## src/rtl/seq_detect_prog.sv

```systemverilog
// -----------------------------------------------------------------------------
// seq_detect_prog
//
// Run-time programmable serial bit-pattern detector. One qualified bit is
// consumed per clock; the most recent len_q bits are compared against the
// programmed pattern. Supports overlapping and non-overlapping matching and
// keeps a saturating match counter. All outputs are registered.
//
// Ports:
//   clk          in   single clock, posedge
//   reset_n      in   synchronous active-low reset
//   inp_bit      in   serial data bit
//   inp_valid    in   inp_bit is consumed on this edge
//   cfg_load     in   load new configuration (wins over inp_valid)
//   cfg_pattern  in   [MAX_LEN] pattern, bit [cfg_len-1] arrives first
//   cfg_len      in   [LEN_W] pattern length, legal 1..MAX_LEN
//   cfg_overlap  in   1 = overlapping matches, 0 = non-overlapping
//   count_clr    in   clear match_count (wins over a same-cycle match)
//   seq_seen     out  one-cycle pulse per match, one cycle after the bit
//   match_count  out  [COUNT_W] saturating match count
//   cfg_err      out  one-cycle pulse when a cfg_load is rejected
// -----------------------------------------------------------------------------
module seq_detect_prog #(
    parameter int                 MAX_LEN     = 8,
    parameter int                 LEN_W       = $clog2(MAX_LEN + 1),
    parameter int                 COUNT_W     = 16,
    parameter logic [MAX_LEN-1:0] DEF_PATTERN = MAX_LEN'(8'b0000_1011),
    parameter int                 DEF_LEN     = 4,
    parameter bit                 DEF_OVERLAP = 1'b1
) (
    input  logic               clk,
    input  logic               reset_n,
    input  logic               inp_bit,
    input  logic               inp_valid,
    input  logic               cfg_load,
    input  logic [MAX_LEN-1:0] cfg_pattern,
    input  logic [LEN_W-1:0]   cfg_len,
    input  logic               cfg_overlap,
    input  logic               count_clr,
    output logic               seq_seen,
    output logic [COUNT_W-1:0] match_count,
    output logic               cfg_err
);

    // Observability FSM: derived purely from fill and len.
    typedef enum logic [1:0] {
        ST_IDLE,     // fill == 0
        ST_FILLING,  // 0 < fill < len
        ST_ARMED     // fill >= len
    } state_t;

    function automatic state_t classify(input logic [LEN_W-1:0] fill,
                                        input logic [LEN_W-1:0] len);
        if (fill == '0)      return ST_IDLE;
        else if (fill < len) return ST_FILLING;
        else                 return ST_ARMED;
    endfunction

    // Configuration
    logic [MAX_LEN-1:0] pat_q, pat_d;
    logic [LEN_W-1:0]   len_q, len_d;
    logic               ovl_q, ovl_d;

    // History
    logic [MAX_LEN-1:0] hist_q, hist_d;
    logic [LEN_W-1:0]   fill_q, fill_d;
    state_t             state_q, state_d;

    // Outputs
    logic               seq_seen_q, seq_seen_d;
    logic               cfg_err_q, cfg_err_d;
    logic [COUNT_W-1:0] count_q, count_d;

    // Intermediate terms
    logic               cfg_ok;
    logic               accept;
    logic               match;
    logic [LEN_W-1:0]   fill_inc;
    logic [MAX_LEN-1:0] hist_shift;
    logic [MAX_LEN-1:0] len_mask;

    // NOTE: every signal written here gets a default first, so no path leaves
    // a value unassigned and no latch is inferred.
    always_comb begin
        pat_d      = pat_q;
        len_d      = len_q;
        ovl_d      = ovl_q;
        hist_d     = hist_q;
        fill_d     = fill_q;
        count_d    = count_q;
        seq_seen_d = 1'b0;
        cfg_err_d  = 1'b0;

        cfg_ok     = (cfg_len != '0) && (cfg_len <= LEN_W'(MAX_LEN));
        accept     = inp_valid && !cfg_load;
        fill_inc   = (fill_q == LEN_W'(MAX_LEN)) ? fill_q : fill_q + LEN_W'(1);
        hist_shift = {hist_q[MAX_LEN-2:0], inp_bit};

        // Only the low len_q bits of history and pattern take part in the compare.
        for (int i = 0; i < MAX_LEN; i++) begin
            len_mask[i] = (LEN_W'(i) < len_q);
        end

        match = accept && (fill_inc >= len_q) &&
                (((hist_shift ^ pat_q) & len_mask) == '0);

        if (cfg_load) begin
            if (cfg_ok) begin
                pat_d  = cfg_pattern;
                len_d  = cfg_len;
                ovl_d  = cfg_overlap;
                hist_d = '0;
                fill_d = '0;
            end else begin
                cfg_err_d = 1'b1;
            end
        end else if (inp_valid) begin
            hist_d = hist_shift;
            // Non-overlap: restart the fill count so no bit of this match is reused.
            fill_d = (match && !ovl_q) ? '0 : fill_inc;
        end

        seq_seen_d = match;

        if (count_clr) begin
            count_d = '0;
        end else if (match && (count_q != '1)) begin
            count_d = count_q + COUNT_W'(1);
        end

        state_d = classify(fill_d, len_d);
    end

    // NOTE: state registers use non-blocking assignments so every flop samples
    // the pre-edge values regardless of statement order.
    always_ff @(posedge clk) begin
        if (!reset_n) begin
            pat_q      <= DEF_PATTERN;
            len_q      <= LEN_W'(DEF_LEN);
            ovl_q      <= DEF_OVERLAP;
            hist_q     <= '0;
            fill_q     <= '0;
            state_q    <= ST_IDLE;
            seq_seen_q <= 1'b0;
            cfg_err_q  <= 1'b0;
            count_q    <= '0;
        end else begin
            pat_q      <= pat_d;
            len_q      <= len_d;
            ovl_q      <= ovl_d;
            hist_q     <= hist_d;
            fill_q     <= fill_d;
            state_q    <= state_d;
            seq_seen_q <= seq_seen_d;
            cfg_err_q  <= cfg_err_d;
            count_q    <= count_d;
        end
    end

    // The FSM is a shadow of fill/len; keep the two views consistent.
    always_ff @(posedge clk) begin
        if (reset_n) begin
            assert (state_q == classify(fill_q, len_q));
        end
    end

    assign seq_seen    = seq_seen_q;
    assign match_count = count_q;
    assign cfg_err     = cfg_err_q;

endmodule

```

## config.mk

```make
export PLATFORM = sky130hd
export DESIGN_NAME = seq_detect_prog
export DESIGN_NICKNAME = d
export VERILOG_FILES = /design/src/rtl/seq_detect_prog.sv
export SDC_FILE = /design/constraint.sdc
export NUM_CORES = 1
export LEC_CHECK = 0
export CAP_MARGIN = 0
export CORE_AREA = 2 2 67 69
export DETAILED_ROUTE_END_ITERATION = 7
export DIE_AREA = 0 0 69 71
export GPL_ROUTABILITY_DRIVEN = 0
export PLACE_DENSITY = 0.81
export SETUP_SLACK_MARGIN = 0.2
export SYNTH_ARGS = -nofsm -noshare
export SYNTH_HDL_FRONTEND = slang
export SYNTH_SLANG_ARGS = --single-unit
export TNS_END_PERCENT = 50
```

## constraint.sdc

```tcl
create_clock -name clk -period 3 [get_ports clk]
set_clock_uncertainty 0.05 [all_clocks]
set_input_delay 0.6 -clock clk [delete_from_list [all_inputs] [get_ports clk]]
set_output_delay 0.6 -clock clk [all_outputs]
set_load 0.005 [all_outputs]
```

Word-level counts from Yosys, hierarchy flattened --
Index checks and enable logic that the tools add are counted. Widths: inputs -> output; s select.
Word-level totals: register bits 42, input port bits 19, output and inout port bits 18, logic and storage cells 50
Operators by class: add/subtract/negate cells 2, order comparisons 10, eq/ne operators 3, multiplexer cells 9, bitwise logic cells 3, reductions and logical operators 15
Operators by type and width (number):
- $mux 7 | 3
- $mux 4 | 5
- $add 16x1->16 const B | 1
- $lt 3x4->1 const A | 4
- $ne 16x16->1 const B | 1
- $and 8x8->8 | 1
- $logic_not 8->1 | 1
- $lt 1x4->1 const A | 2
- $lt 2x4->1 const A | 2
- $xor 8x8->8 | 1
- $logic_and 1x1->1 | 6
- $reduce_and 2->1 | 3
- $add 4x1->4 const B | 1
- $eq 4x4->1 const B | 1
- $ge 4x4->1 | 1
- $le 4x4->1 const B | 1
- $reduce_bool 4->1 | 1
- $logic_not 1->1 | 2
- $ne 2x1->1 const B | 1
- $reduce_bool 2->1 | 1
- $reduce_or 2->1 | 1
- $mux 1 | 1
- $not 1->1 | 1

Longest topological paths before layout --
depth in word-level cells 9, gate-level depth with buffers 14, depth with buffers taken out 12

Least setup slack after synthesis --
OpenSTA, ideal clock, no wires.
path kind register -> register, from reg fill_q[0], to reg count_q[15] (netlist: match_count[15]), setup time 0.070 ns, arrival 2.376 ns, data required time 2.880 ns, setup slack 0.503 ns, stages on the path, launching flop included 13, path buffers 1, path through dfxtp_1 inv_1 ha_1 nand3_1 xnor2_1 inv_1 ha_1 o21ai_0 a221oi_2 nand4_1 buf_2 or4_1 a21oi_1
On the way: word-level cells in the longest chain between the ends 6, elaborated cells on any way between the ends 7, classes of those cells add/sub (1); order compare (1); eq/ne (1); mux (1); reduce/logical (3)
Ends and longest elaborated chain:
- start: declaration | line 66 | logic [LEN_W-1:0] fill_q, fill_d;
- start signal: assignment | line 152 | fill_q <= fill_d;
- $add 4x1->4 / $eq 4x4->1 (equally long branches) | line 96 | fill_inc = (fill_q == LEN_W'(MAX_LEN)) ? fill_q : fill_q + LEN_W'(1);
- $mux 4 (*) | line 96
- $ge 4x4->1 (*) | line 104 | match = accept && (fill_inc >= len_q) &&
- $logic_and 1x1->1 (*) (2 in series) | line 104
- $logic_and 1x1->1 (*) | line 127 | end else if (match && (count_q != '1)) begin
- end signal: assignment | line 156 | count_q <= count_d;
- end: declaration | line 72 | logic [COUNT_W-1:0] count_q, count_d;
Mark *: on every way between the ends. The rest lies on a longest branch, timed or not. A chain may end at the register's enable or synchronous reset.

Worst setup path in the final report --
Same ends and word-level chain as after synthesis.

==> impl_metrics.env <==
export IMPL_finalCritPeriodShare=0.885
export IMPL_p_clk_frac=0.386
export IMPL_via_per_inst=5.60
export IMPL_critPathArrivalTime_ns=2.83
export IMPL_layout_common_cells="nand2_1 (47), dfxtp_1 (40), clkdlybuf4s50_1 (36)"
export IMPL_root_buffer="clkbuf_8"
export IMPL_fin_area_um2=2730
export IMPL_areaGrowthSynthToFinish_pct=32.0
export IMPL_fin_tns_setup_ns=0
export IMPL_cts_tree="yes"
export IMPL_post_synth_num_cell_types=38
export IMPL_rr_startpoint="fill_q[0]"
export IMPL_ios=37
export IMPL_status="finished clean"
export IMPL_seq_area_frac_synth=0.407
export IMPL_die_h_um=71
export IMPL_cts_buffer_depth=2
export IMPL_fin_nets=324
export IMPL_powerDensity_nw_per_um2=422
export IMPL_die_area_um2=4900
export IMPL_dp_cells=336
export IMPL_core_region_area_um2=4200
export IMPL_drt_pass1_iterations=4
export IMPL_overflow=0
export IMPL_wl_per_cell_um=13.4
export IMPL_antenna_cells=0
export IMPL_htree_levels=2
export IMPL_rows=24
export IMPL_insertion_delay_ns=0.30
export IMPL_p_int_mw=0.880
export IMPL_async_flop_share=0
export IMPL_syn_nets=279
export IMPL_holdWs_ns=0.428
export IMPL_port_buffers=36
export IMPL_rr_worst_depth=12
export IMPL_cp_start_kind="register"
export IMPL_ant_nets=0
export IMPL_rsz0062_at_grt="yes"
export IMPL_ys_ff_latch=42
export IMPL_worstReg2RegEnd="match_count[15]"
export IMPL_holdPathStages=2
export IMPL_antenna_found_initial=0
export IMPL_tightest_slew_ns=0.655
export IMPL_die_w_um=69
export IMPL_grt_pass1_wl_um=7630
export IMPL_num_fill_cells=364
export IMPL_postSynthAreaPerCell_um2=8.16
export IMPL_power_frac_seq=0.508
export IMPL_path_clk_slew_ns=0.08
export IMPL_hold_end="ovl_q"
export IMPL_timing_hold_violations_final=0
export IMPL_min_period_ns=2.66
export IMPL_synthesis_area_um2=2070
export IMPL_cts_made_buffers=5
export IMPL_grt_max_degree=30
export IMPL_p_sw_mw=0.270
export IMPL_final_common_cell="nand2_1"
export IMPL_drv_cap=0
export IMPL_cp_required_ns=3.17
export IMPL_hold_path_startpoint="ovl_q"
export IMPL_grtUsageTotal=0.190
export IMPL_final_cell_count_no_fill=351
export IMPL_slew_headroom=0.564
export IMPL_floorplan_initialDensity=0.491
export IMPL_place_hpwl_um=3210
export IMPL_drtIter0Drc=135
export IMPL_vias=1967
export IMPL_final_max_slew_viol_count=0
export IMPL_hold_path_class="reg -> reg"
export IMPL_synth_top_area_frac=0.407
export IMPL_ys_flop_type="dfxtp_1"
export IMPL_p_sw_frac=0.235
export IMPL_netlist_instances=253
export IMPL_path_class="reg -> reg"
export IMPL_clock_sinks=42
export IMPL_synth_edf_count=0
export IMPL_cp_end_kind="register"
export IMPL_p_leak_nw=0.941
export IMPL_synth_top_cell_by_area="dfxtp_1"
export IMPL_drc=0
export IMPL_reg2reg_slack_ns=0.34
export IMPL_peakVddDrop_mv=0.266
export IMPL_drive_gt1_frac=0.137
export IMPL_crit_fanout=7
export IMPL_routed_wl_um=4690
export IMPL_yosys_warnings=0
export IMPL_cts_hold_buffers=0
export IMPL_grt_pass1_vias=1780
export IMPL_finalSetupViolCount=0
export IMPL_power_frac_comb=0.106
export IMPL_clock_fmax_ghz=0.377
export IMPL_startpoint="fill_q[0]"
export IMPL_ys_top_cells_by_area="dfxtp_1 (41%), nand2_1 (8.5%), nand3_1 (5.8%)"
export IMPL_dpl_cell_area_um2=2480
-- area by class of cell --
| cell class | count | area, um2 | area share |
|---|---|---|---|
| repair buffers | 48 | 455 | 0.167 |
| inverters | 11 | 43.8 | 0.0161 |
| well taps | 52 | 65.1 | 0.0239 |
| clock buffers | 5 | 68.8 | 0.0252 |
| multi-input cells | 190 | 1210 | 0.443 |
| clock inverters | 3 | 40.0 | 0.0147 |
| flip-flops and latches | 42 | 846 | 0.310 |
-- Yosys cell counts (all sizes together) (2+ instances only) --
| library cell | number |
|---|---|
| a21boi | 15 |
| a21oi | 14 |
| a32o | 4 |
| and2 | 3 |
| and3 | 2 |
| and4 | 2 |
| buf | 4 |
| clkbuf | 6 |
| dfxtp | 42 |
| ha | 7 |
| inv | 11 |
| nand2 | 47 |
| nand2b | 2 |
| nand3 | 24 |
| nor2 | 8 |
| nor2b | 2 |
| nor3 | 4 |
| o211ai | 3 |
| o21ai | 12 |
| o22ai | 2 |
| o31ai | 4 |
| or2 | 2 |
| or3 | 7 |
| or4 | 6 |
| xnor2 | 10 |
| xor2 | 2 |
-- worst max path at each step --
stage / to / slack [ns] / cells after the start
detailed placement: match_count[15] / 0.29 / 12
floorplan: match_count[15] / 0.50 / 12
global route: match_count[5] / 0.14 / 12
global placement: match_count[15] / 0.37 / 12
CTS: match_count[15] / 0.26 / 12
finish: match_count[15] / 0.34 / 12
-- logic make-up (layout without fill, tap and decap cells) --
family          after synthesis  in the layout  synth area share
fa+ha+maj                     7              7            0.0424
flops                        42             42             0.407
buf+inv                      21             67            0.0412
xor+xnor                     12             12            0.0509
simple gates                111            111             0.260
compound gates               60             60             0.199
-- power by group through the flow --
stage,clock network [mW],logic (mW),registers (mW)
floorplan,0,0.0672,0.593
global placement,0,0.109,0.597
detailed placement,0,0.111,0.597
CTS,0.453,0.112,0.584
global route,0.475,0.137,0.587
finish,0.444,0.122,0.584
-- per-layer routing --
metal	vias up	global-route usage	wire length, um
met4	0	0.0850	57
met1	935	0.243	2170
li1	989	-	-
met5	-	0	0
met3	5	0.0356	166
met2	38	0.313	2300
-- repair_timing --
item	in CTS	in global routing
setup endpoints to repair	0	13
gates resized for setup	0	26
setup buffers	0	5
-- through the flow --
stage | util | total power, mW | setup WS [ns]
after floorplan | - | 0.660 | 0.503
after global placement | 0.591 | 0.706 | 0.375
after detailed placement | 0.591 | 0.708 | 0.290
after CTS | 0.617 | 1.15 | 0.259
after global routing | 0.649 | 1.20 | 0.142
final | 0.649 | 1.15 | 0.345
-- critical path, stage by stage, from the launching register on --
cell and delay [ns]:
dfxtp_4 0.37, inv_4 0.06, ha_4 0.14, nand3_4 0.08, xnor2_2 0.20, inv_1 0.06
ha_1 0.29, o21ai_2 0.06, a221oi_2 0.27, nand4_1 0.20, buf_6 0.19, or4_1 0.47
a21oi_1 0.14
-- flip-flops by register name, indices dropped and copies added (netlist names) --
register and cells:
match_count 16, pat_q 8, hist_q 7, fill_q 4, len_q 4, cfg_err 1
ovl_q 1, seq_seen 1
(Power assumes the default switching activity.)
==> RTL edit (same settings) <==
Register the output `match_count` once more, without a reset; this adds one clock of latency there. The other outputs are not delayed to match. Comments in the files are not updated.
--- a/src/rtl/seq_detect_prog.sv
+++ b/src/rtl/seq_detect_prog.sv
@@ -167,3 +167,5 @@
     assign seq_seen    = seq_seen_q;
-    assign match_count = count_q;
+    always_ff @(posedge clk) begin
+        match_count <= count_q;
+    end
     assign cfg_err     = cfg_err_q;
Check against the original RTL: not equivalent (Yosys sat finds a counterexample within 4 cycles, from zero or initial values and one cycle with reset_n low).
==> RTL edit against the unedited design <==
Final area is 20% higher; count of clock-buffer cells in the layout is 5 higher; critical path depth is 2 higher; synthesized area is 18% higher; sequential cell count is 16 higher; power is 41% higher; final cell count is 8.0% higher; worst setup slack worse by 260 ps; synthesized cell count is 5.1% higher; wire length is 15% higher; die area stayed put.
==> RTL edit: results (changes against the unedited design) <==
Dpl cells: 357 (+6.3%)
Clk. pwr: 0.682 mW (+54%)
Synth Area in XOR/XNOR: 4.66% (-0.43 points)
Number of global-route vias before repair: 2098 (+18%)
Crit Path Max Fanout: 8 (+1)
Worst slew margin: 54.6% (-1.8 points)
Met2 Track Usage GR: 42.6% (+11 points)
Top cells by area, synth: dfxtp_1 48%, nand2_1 6.6%, nand3_1 4.7%
CP peak stage delay: 550 ps (+80 ps)
Mapped Nets: 292 (+4.7%)
Vias per inst: 5.74 (+2.5%)
Largest net degree at the start of global routing: 19 (-37%)
Cells after synthesis: 266 (+5.1%)
Clk_lat worst skew: 330 ps (+30 ps)
H-tree Lvls: 3 (+1)
Regs by FF count: count_q: 16 flops, match_count: 16 flops, pat_q: 8 flops
Ys flop type: dfxtp_1
Routed met3 length: 282 µm (+70%)
Layout cell share with drive strength beyond 1: 17.7% (+4.0 points)
TritonCTS Buffers: 9 (+4)
Post-synthesis mux area share: 1.23% (+1.2 points)
Worst vdd ir: 499 µV (+88%)
Comb pwr share: 8.7% (-1.9 points)
Compound-Gate Fraction of Synth Area: 17.1% (-2.8 points)
Routed WL per cell: 14.3 µm (+6.7%)
Lkg Pwr: 1.18 nW (+26%)
Commonest cells in the netlist: 58 x dfxtp_1, 43 x nand2_1, 23 x nand3_1
Final cell count without fillers: 379 (+8.0%)
Register area share after synthesis: 47.5% (+6.8 points)
Hold WC Path Type: reg -> reg
Hold Path End: match_count[10]
Met3 Use GR: 5.70% (+2.1 points)
Gr usage total: 23.9% (+4.9 points)
Grt met1 use: 26.5% (+2.3 points)
First-pass GRT wire length: 9350 µm (+23%)
FF-to-FF setup slack: 80 ps (-260 ps)
Total power: 1.62 mW (+41%)
Crit path capture: count_q[9]
Met1 Wirelength: 2200 µm (+1.4%)
Worst EP arrival: 3120 ps (+290 ps)
Synth unique cells: 43 (+13%)
Met2 WL: 2770 µm (+20%)
Hold Path Stages: 0 (-2)
Total Nets Final: 348 (+7.4%)
DR iter-0 viols: 228 (+69%)
Adder-Cell Fraction of Synth Area: 3.58% (-0.66 points)
Status: finished, final reports clean
P_int: 1.24 mW (+40%)
Worst Reg2Reg Path Length in Cells: 14 (+2)
Clock transition at the registers of the reported paths: 60 ps (-20 ps)
Hold Crit Start: count_q[10]
Post-DP HPWL: 3590 µm (+12%)
-- RTL edit: metrics by stage --
| step | hold slack, ps | utilization, % | area (µm²) | setup TNS [ps] | setup slack, ps |
|---|---|---|---|---|---|
| floorplan | 309 | - | 2440 | 0 | 226 |
| global placement | 322 | 69.3 | 2910 | 0 | 63.9 |
| detailed placement | 324 | 69.3 | 2910 | 0 | 15.5 |
| CTS | 333 | 75.6 | 3180 | 0 | 93.5 |
| global route | 346 | 78.0 | 3280 | -380 | -71.1 |
| finish | 337 | 78.0 | 3280 | 0 | 83.3 |
-- RTL edit: area by class of cell --
class                      count  area [µm²]
tap                           52        65.1
timing repair buffer          53         503
sequential                    58        1160
multi-input combinational    188        1320
inverter                      12        45.0
fill                         297         926
clock inverter                 6        57.6
clock buffer                  10         128
-- RTL edit: repair_timing --
action | CTS | global route
pin swaps | 12 | 17
hold buffers | 0 | 0
gates cloned | 0 | 0
buffers inserted | 4 | 2
gates resized for setup | 13 | 17
endpoints found under the setup margin | 20 | 21
